File: src/rtl/mrv32_ctrl_if.sv
// Memory handshake bundle between the MRV32 sequencer and its instruction and
// data memory ports. The sequencer is the master: it raises level-held requests
// and receives single-cycle acks.
interface mrv32_ctrl_if;
  logic        imem_req;
  logic [31:0] imem_addr;
  logic        imem_ack;
  logic        dmem_req;
  logic        dmem_ack;

  modport master (
    output imem_req, imem_addr, dmem_req,
    input  imem_ack, dmem_ack
  );

  modport slave (
    input  imem_req, imem_addr, dmem_req,
    output imem_ack, dmem_ack
  );
endinterface

File: src/rtl/mrv32_ctrl.sv
// mrv32_ctrl: multi-cycle sequencer for the blocking MRV32 core.
// Steps one instruction at a time through FETCH, DECODE, EXEC, optional MEM
// and WB, owns the architectural PC, and parks in sticky HALT/FAULT states.
// Optional feature macro: MRV32_PERF_CNT_EN enables the 64-bit cycle and
// retired-instruction counters; without it both counter ports read 0.
module mrv32_ctrl #(
  parameter logic [31:0] RESET_PC       = 32'h0000_0000,
  parameter int unsigned TIMEOUT_CYCLES = 256
) (
  input  logic         clk,
  input  logic         rst_n,
  input  logic         run_en,
  mrv32_ctrl_if.master bus,
  output logic         id_valid,
  input  logic         dec_illegal,
  input  logic         dec_halt,
  input  logic         dec_mem_ren,
  input  logic         dec_mem_wen,
  output logic         ex_valid,
  output logic         wb_valid,
  input  logic         instr_accept,
  input  logic [31:0]  pc_next,
  output logic [31:0]  pc,
  output logic [2:0]   state,
  output logic         halted,
  output logic         fault,
  output logic [2:0]   fault_cause,
  output logic [63:0]  cycle_cnt,
  output logic [63:0]  instret_cnt
);

  typedef enum logic [2:0] {
    S_IDLE   = 3'd0,
    S_FETCH  = 3'd1,
    S_DECODE = 3'd2,
    S_EXEC   = 3'd3,
    S_MEM    = 3'd4,
    S_WB     = 3'd5,
    S_HALT   = 3'd6,
    S_FAULT  = 3'd7
  } state_e;

  typedef enum logic [2:0] {
    C_NONE      = 3'd0,
    C_ILLEGAL   = 3'd1,
    C_MISALIGN  = 3'd2,
    C_IMEM_TO   = 3'd3,
    C_DMEM_TO   = 3'd4,
    C_NO_COMMIT = 3'd5
  } cause_e;

  // Watchdog counts completed wait cycles 0..TIMEOUT_CYCLES-1; the cycle in
  // which it sits at the last value without an ack is the one that faults.
  localparam bit              WD_EN   = (TIMEOUT_CYCLES != 0);
  localparam int              WD_W    = (TIMEOUT_CYCLES < 2) ? 1 : $clog2(TIMEOUT_CYCLES);
  localparam logic [WD_W-1:0] WD_LAST = WD_EN ? WD_W'(TIMEOUT_CYCLES - 1) : '0;

  state_e          state_q, state_d;
  cause_e          cause_q, cause_d;
  logic            commit;
  logic [WD_W-1:0] wd_cnt;
  logic            wd_expired;

  assign wd_expired = WD_EN && (wd_cnt == WD_LAST);

  // Next-state, fault cause and commit decode.
  always_comb begin
    // NOTE: every signal driven here gets a default first, so no path through
    // the case can leave it unassigned and infer a latch.
    state_d = state_q;
    cause_d = cause_q;
    commit  = 1'b0;
    case (state_q)
      S_IDLE: if (run_en) state_d = S_FETCH;
      S_FETCH: begin
        if (bus.imem_ack) begin
          state_d = S_DECODE;
        end else if (wd_expired) begin
          state_d = S_FAULT;
          cause_d = C_IMEM_TO;
        end
      end
      S_DECODE: begin
        if (dec_illegal) begin
          state_d = S_FAULT;
          cause_d = C_ILLEGAL;
        end else if (dec_halt) begin
          state_d = S_HALT;
        end else begin
          state_d = S_EXEC;
        end
      end
      S_EXEC: state_d = (dec_mem_ren || dec_mem_wen) ? S_MEM : S_WB;
      S_MEM: begin
        if (bus.dmem_ack) begin
          state_d = S_WB;
        end else if (wd_expired) begin
          state_d = S_FAULT;
          cause_d = C_DMEM_TO;
        end
      end
      S_WB: begin
        if (!instr_accept) begin
          state_d = S_FAULT;
          cause_d = C_NO_COMMIT;
        end else if (pc_next[1:0] != 2'b00) begin
          state_d = S_FAULT;
          cause_d = C_MISALIGN;
        end else begin
          commit  = 1'b1;
          state_d = run_en ? S_FETCH : S_IDLE;
        end
      end
      S_HALT, S_FAULT: ;  // terminal until reset
    endcase
  end

  // State and fault-cause registers.
  always_ff @(posedge clk or negedge rst_n) begin
    if (!rst_n) begin
      state_q <= S_IDLE;
      cause_q <= C_NONE;
    end else begin
      // NOTE: sequential state uses non-blocking assignments so every flop
      // samples pre-edge values regardless of statement order.
      state_q <= state_d;
      cause_q <= cause_d;
    end
  end

  // Architectural PC: only a clean WB commit moves it.
  always_ff @(posedge clk or negedge rst_n) begin
    if (!rst_n) begin
      pc <= RESET_PC;
    end else if (commit) begin
      pc <= pc_next;
    end
  end

  // Wait-cycle watchdog: cleared on every state change, counts while parked
  // waiting for an ack in FETCH or MEM.
  always_ff @(posedge clk or negedge rst_n) begin
    if (!rst_n) begin
      wd_cnt <= '0;
    end else if (state_d != state_q) begin
      wd_cnt <= '0;
    end else if (WD_EN && ((state_q == S_FETCH) || (state_q == S_MEM))) begin
      wd_cnt <= wd_cnt + 1'b1;
    end
  end

  // All outputs decode from registers only; no input reaches an output
  // combinationally.
  assign bus.imem_req  = (state_q == S_FETCH);
  assign bus.imem_addr = pc;
  assign bus.dmem_req  = (state_q == S_MEM);
  assign id_valid      = (state_q == S_DECODE);
  assign ex_valid      = (state_q == S_EXEC);
  assign wb_valid      = (state_q == S_WB);
  assign state         = state_q;
  assign halted        = (state_q == S_HALT);
  assign fault         = (state_q == S_FAULT);
  assign fault_cause   = cause_q;

`ifdef MRV32_PERF_CNT_EN
  logic [63:0] cycle_q;
  logic [63:0] instret_q;

  // Performance counters: busy cycles and committed instructions, both wrap.
  always_ff @(posedge clk or negedge rst_n) begin
    if (!rst_n) begin
      cycle_q   <= '0;
      instret_q <= '0;
    end else begin
      if (!(state_q inside {S_IDLE, S_HALT, S_FAULT})) cycle_q <= cycle_q + 64'd1;
      if (commit) instret_q <= instret_q + 64'd1;
    end
  end

  assign cycle_cnt   = cycle_q;
  assign instret_cnt = instret_q;
`else
  assign cycle_cnt   = '0;
  assign instret_cnt = '0;
`endif

endmodule

File: src/flat_wrapper.sv
// flat-port wrapper written by rule: the top's interface ports become plain ports
module mrv32_ctrl_flat 
#(
  parameter logic [31:0] RESET_PC       = 32'h0000_0000,
  parameter int unsigned TIMEOUT_CYCLES = 256
)
  (clk, rst_n, run_en, id_valid, dec_illegal, dec_halt, dec_mem_ren, dec_mem_wen, ex_valid, wb_valid, instr_accept, pc_next, pc, state, halted, fault, fault_cause, cycle_cnt, instret_cnt, bus_imem_req, bus_imem_addr, bus_dmem_req, bus_imem_ack, bus_dmem_ack);
  mrv32_ctrl_if bus_i ();
  input  logic clk;
  input  logic rst_n;
  input  logic run_en;
  output logic id_valid;
  input  logic dec_illegal;
  input  logic dec_halt;
  input  logic dec_mem_ren;
  input  logic dec_mem_wen;
  output logic ex_valid;
  output logic wb_valid;
  input  logic instr_accept;
  input  logic [31:0] pc_next;
  output logic [31:0] pc;
  output logic [2:0] state;
  output logic halted;
  output logic fault;
  output logic [2:0] fault_cause;
  output logic [63:0] cycle_cnt;
  output logic [63:0] instret_cnt;
  output wire logic [$bits(bus_i.imem_req)-1:0] bus_imem_req;
  output wire logic [$bits(bus_i.imem_addr)-1:0] bus_imem_addr;
  output wire logic [$bits(bus_i.dmem_req)-1:0] bus_dmem_req;
  input wire logic [$bits(bus_i.imem_ack)-1:0] bus_imem_ack;
  input wire logic [$bits(bus_i.dmem_ack)-1:0] bus_dmem_ack;
  assign bus_imem_req = bus_i.imem_req;
  assign bus_imem_addr = bus_i.imem_addr;
  assign bus_dmem_req = bus_i.dmem_req;
  assign bus_i.imem_ack = bus_imem_ack;
  assign bus_i.dmem_ack = bus_dmem_ack;
  mrv32_ctrl #(.RESET_PC(RESET_PC), .TIMEOUT_CYCLES(TIMEOUT_CYCLES)) u_core (.clk(clk), .rst_n(rst_n), .run_en(run_en), .bus(bus_i), .id_valid(id_valid), .dec_illegal(dec_illegal), .dec_halt(dec_halt), .dec_mem_ren(dec_mem_ren), .dec_mem_wen(dec_mem_wen), .ex_valid(ex_valid), .wb_valid(wb_valid), .instr_accept(instr_accept), .pc_next(pc_next), .pc(pc), .state(state), .halted(halted), .fault(fault), .fault_cause(fault_cause), .cycle_cnt(cycle_cnt), .instret_cnt(instret_cnt));
endmodule
File: config.mk
export PLATFORM = sky130hd
export DESIGN_NAME = mrv32_ctrl_flat
export DESIGN_NICKNAME = d
export VERILOG_FILES = /design/src/rtl/mrv32_ctrl_if.sv /design/src/rtl/mrv32_ctrl.sv /design/src/flat_wrapper.sv
export SDC_FILE = /design/constraint.sdc
export NUM_CORES = 1
export LEC_CHECK = 0
export CAP_MARGIN = 40
export CORE_ASPECT_RATIO = 0.6
export CORE_UTILIZATION = 35
export DETAILED_ROUTE_END_ITERATION = 6
export PLACE_DENSITY_LB_ADDON = 0.12
export SKIP_CTS_REPAIR_TIMING = 1
export SLEW_MARGIN = 5
export SYNTH_ARGS = -nofsm -noshare
export SYNTH_HDL_FRONTEND = slang
export SYNTH_SLANG_ARGS = --single-unit
File: constraint.sdc
create_clock -name clk -period 2.3 [get_ports clk]
set_clock_uncertainty 0.05 [all_clocks]
set_input_delay 0.23 -clock clk [delete_from_list [all_inputs] [get_ports clk]]
set_output_delay 0.23 -clock clk [all_outputs]
set_load 0.03 [all_outputs]
==> results.json <==
{
  "drv.max_cap_violation_count": 0,
  "clock_insertion_delay_worst_skew_ns": 0.28,
  "busiest_metal_layer_after_global_routing": "met2",
  "first_pass_iters": 4,
  "regToRegSetupSlack_ns": 0.38,
  "synth-main-ff-cell": "dfrtp_1",
  "number_of_antenna_violating_nets_in_the_routed_design": 0,
  "die_w_microns": 130,
  "ctsRootBufferMaster": "clkbuf_16",
  "grt_resource_usage_total_pct": 12.3,
  "remaining_drc_errors": 0,
  "critPathKind": "flip-flop to primary output",
  "finish.net_count": 478,
  "start_util_pct": 36.8,
  "critPathLaunchType": "flip-flop",
  "dieHeight_microns": 78.9,
  "yosysMostFrequentCell": "buf_4",
  "placedCellCount": 557,
  "min-delay-path-class": "primary input to asynchronous set/reset pin",
  "grtUsageMet2_pct": 18.6,
  "cts_max_level": 2,
  "finalInstanceArea_sq_um": 4220,
  "cellPowerDensity_nw_per_um2": 1260,
  "layout-drive-gt1-share_pct": 13.5,
  "worst_r2r_path_depth": 6,
  "max-clock-path-buffers": 2,
  "antenna_cells": 0,
  "totalNegativeSetupSlack_ns": 0,
  "grt_max_degree": 26,
  "postSynthRegisterBits": 46,
  "syn2layout_area_growth_pct": 22.4,
  "final-hold-violation-count": 0,
  "synthCells": 344,
  "hold-worst-slack_ns": 0.416,
  "setup.worst_path.end_class": "primary output",
  "synth_area_sq_um": 3450,
  "avgSynthCellArea_sq_um": 10.0,
  "use_met3_pct": 3.30,
  "cts.reportedPaths.clkPinSlew_ns": 0.06,
  "synth.yosys.seq_area_share_pct": 33.4,
  "power.leakage_nw": 2.01,
  "tritoncts": "done",
  "initial_antenna_violation_count": 0,
  "dpl_cell_area_sq_um": 4040,
  "post-route-period-util_pct": 93.6,
  "crit_fanout": 11,
  "grt_first_pass_wirelength_microns": 9720,
  "final-setup-viol-count": 0,
  "timing.critical_path.from": "u_core.state[1]",
  "clock-sinks": 46,
  "synth_edf_count": 0,
  "fillCellCount": 911,
  "grt_setup_unrepaired": "false",
  "reg2reg_from": "u_core.wd_cnt[0]",
  "rr_endpoint": "u_core.fault_cause[2]",
  "first_global_vias": 1835,
  "cts_buffers": 5,
  "post_drt_wl_per_cell_microns": 11.5,
  "power.clock.fraction_pct": 15.1,
  "data_arrival_time_at_the_worst_slack_endpoint_ns": 1.87,
  "yosys.cell_types.count": 47,
  "finalWirelength_microns": 6510,
  "placeableCoreArea_sq_um": 9360,
  "drt_iter0_markers": 77,
  "global_route.usage.met1_pct": 17.8,
  "outcome": "finished, final reports clean",
  "layout.cells.non_filler": 566,
  "synth-async-reset-ratio_pct": 100,
  "floorplan.rows": 27,
  "intPower_w": 0.00284,
  "period_needed_ns": 2.15,
  "synth_largest_area_cell": "buf_4",
  "combPwrFrac_pct": 60.2,
  "die-area_sq_um": 10300,
  "cp_data_required_time_ns": 2.02,
  "vias_after_detailed_routing": 2155,
  "half_perimeter_wire_length_of_the_detailed_placement_result_microns": 5440,
  "p_seq_share_pct": 24.7,
  "ioPinCount": 247,
  "synth.top_cells.by_count": "buf_4, dfrtp_1, mux2_2",
  "route.detailed.vias_per_inst": 3.81,
  "grt.overflow.total": 0,
  "yosysTopAreaCellShare_pct": 35.1,
  "post_synth_main_area_contributors": "buf_4, dfrtp_1, mux2_2",
  "synthesis.yosys.warnings": 0,
  "power.net_switching_w": 0.00246,
  "max-vdd-ir-drop_mv": 0.463,
  "drv_slew": 0,
  "timing.critical_path.to": "bus_imem_req",
  "placement.io_buffers": 118,
  "globalplace.congestion": 0.775,
  "netSwitchingFraction_pct": 46.4,
  "fmaxAchievable_mhz": 464
}
## worst min path at each step
| stage | end | slack (ns) | cells after the start |
|---|---|---|---|
| floorplan | u_core.bus.imem_addr[0] | -0.12 | 0 |
| global placement | u_core.wd_cnt[5] | 0.19 | 2 |
| detailed placement | u_core.wd_cnt[5] | 0.19 | 2 |
| CTS | u_core.state[1] | -0.11 | 2 |
| global route | u_core.state[1] | 0.44 | 3 |
| finish | u_core.wd_cnt[7] | 0.42 | 3 |
## sequential cells by signal, summed over array words and instances (netlist names)
register,count
u_core.bus.imem_addr,32
u_core.fault_cause,3
u_core.state,3
u_core.wd_cnt,8
## power by group through the flow
stage               Sequential, W  Combinational (W)  Clock (W)
finish                    0.00131            0.00319   0.000802
global route              0.00136            0.00336   0.000878
CTS                       0.00132            0.00320   0.000838
detailed placement        0.00133            0.00320          0
global placement          0.00132            0.00320          0
floorplan                 0.00171            0.00207          0
## per-stage QoR
| step | setup slack [ns] | utilization, % | total power, W |
|---|---|---|---|
| CTS | 0.0810 | 45.0 | 0.00536 |
| global route | 0.0414 | 45.1 | 0.00560 |
| floorplan | 0.304 | - | 0.00378 |
| detailed placement | 0.342 | 43.2 | 0.00453 |
| global placement | 0.374 | 43.2 | 0.00452 |
| finish | 0.147 | 45.1 | 0.00530 |
## cells by family after synthesis
kind of cell / count (synthesis) / share of synthesized area (%)
simple gates: 60 / 10.8
compound gates: 22 / 5.23
xor+xnor: 7 / 1.78
other cells: 1 / 0.109
mux: 33 / 10.8
flops: 46 / 33.4
fa+ha+maj: 1 / 0.363
buf+inv: 174 / 37.5
## layout make-up
cell class	count	area (sq um)	share of cell area, %
clock buffers	6	129	3.05
clock inverters	2	37.5	0.890
flip-flops and latches	46	1150	27.3
multi-input cells	251	1480	35.1
repair buffers	126	1240	29.4
well taps	130	163	3.86
inverters	5	18.8	0.445
## critical path, cell delays in order, from the launching register on
cell	delay (ns)
dfrtp_1	0.51
nand2b_2	0.30
nor2_1	0.11
clkdlybuf4s50_1	0.68
## layer usage
metal | vias up | wire length, microns
li1 | 1022 | -
met1 | 1028 | 2970
met2 | 105 | 3070
met3 | 0 | 472
met4 | 0 | 0
met5 | - | 0
## cell usage in the layout, fill, tap and decap left out, types with 2 or more instances in the layout
cell and instances:
a21oi_1 4, and2_1 2, and3_1 3, buf_4 7, clkbuf_16 5, clkdlybuf4s50_1 117
conb_1 128, dfrtp_1 45, inv_1 4, mux2_1 4, mux2_2 26, mux2i_1 2
nand2_1 7, nand2b_1 7, nand3_1 5, nand4_1 5, nand4_4 2, nor2_1 17
nor2b_4 2, nor3_1 2, nor3b_1 2, o21ai_0 4, xor2_1 6
Note: power is estimated with default switching activity, not from simulation.
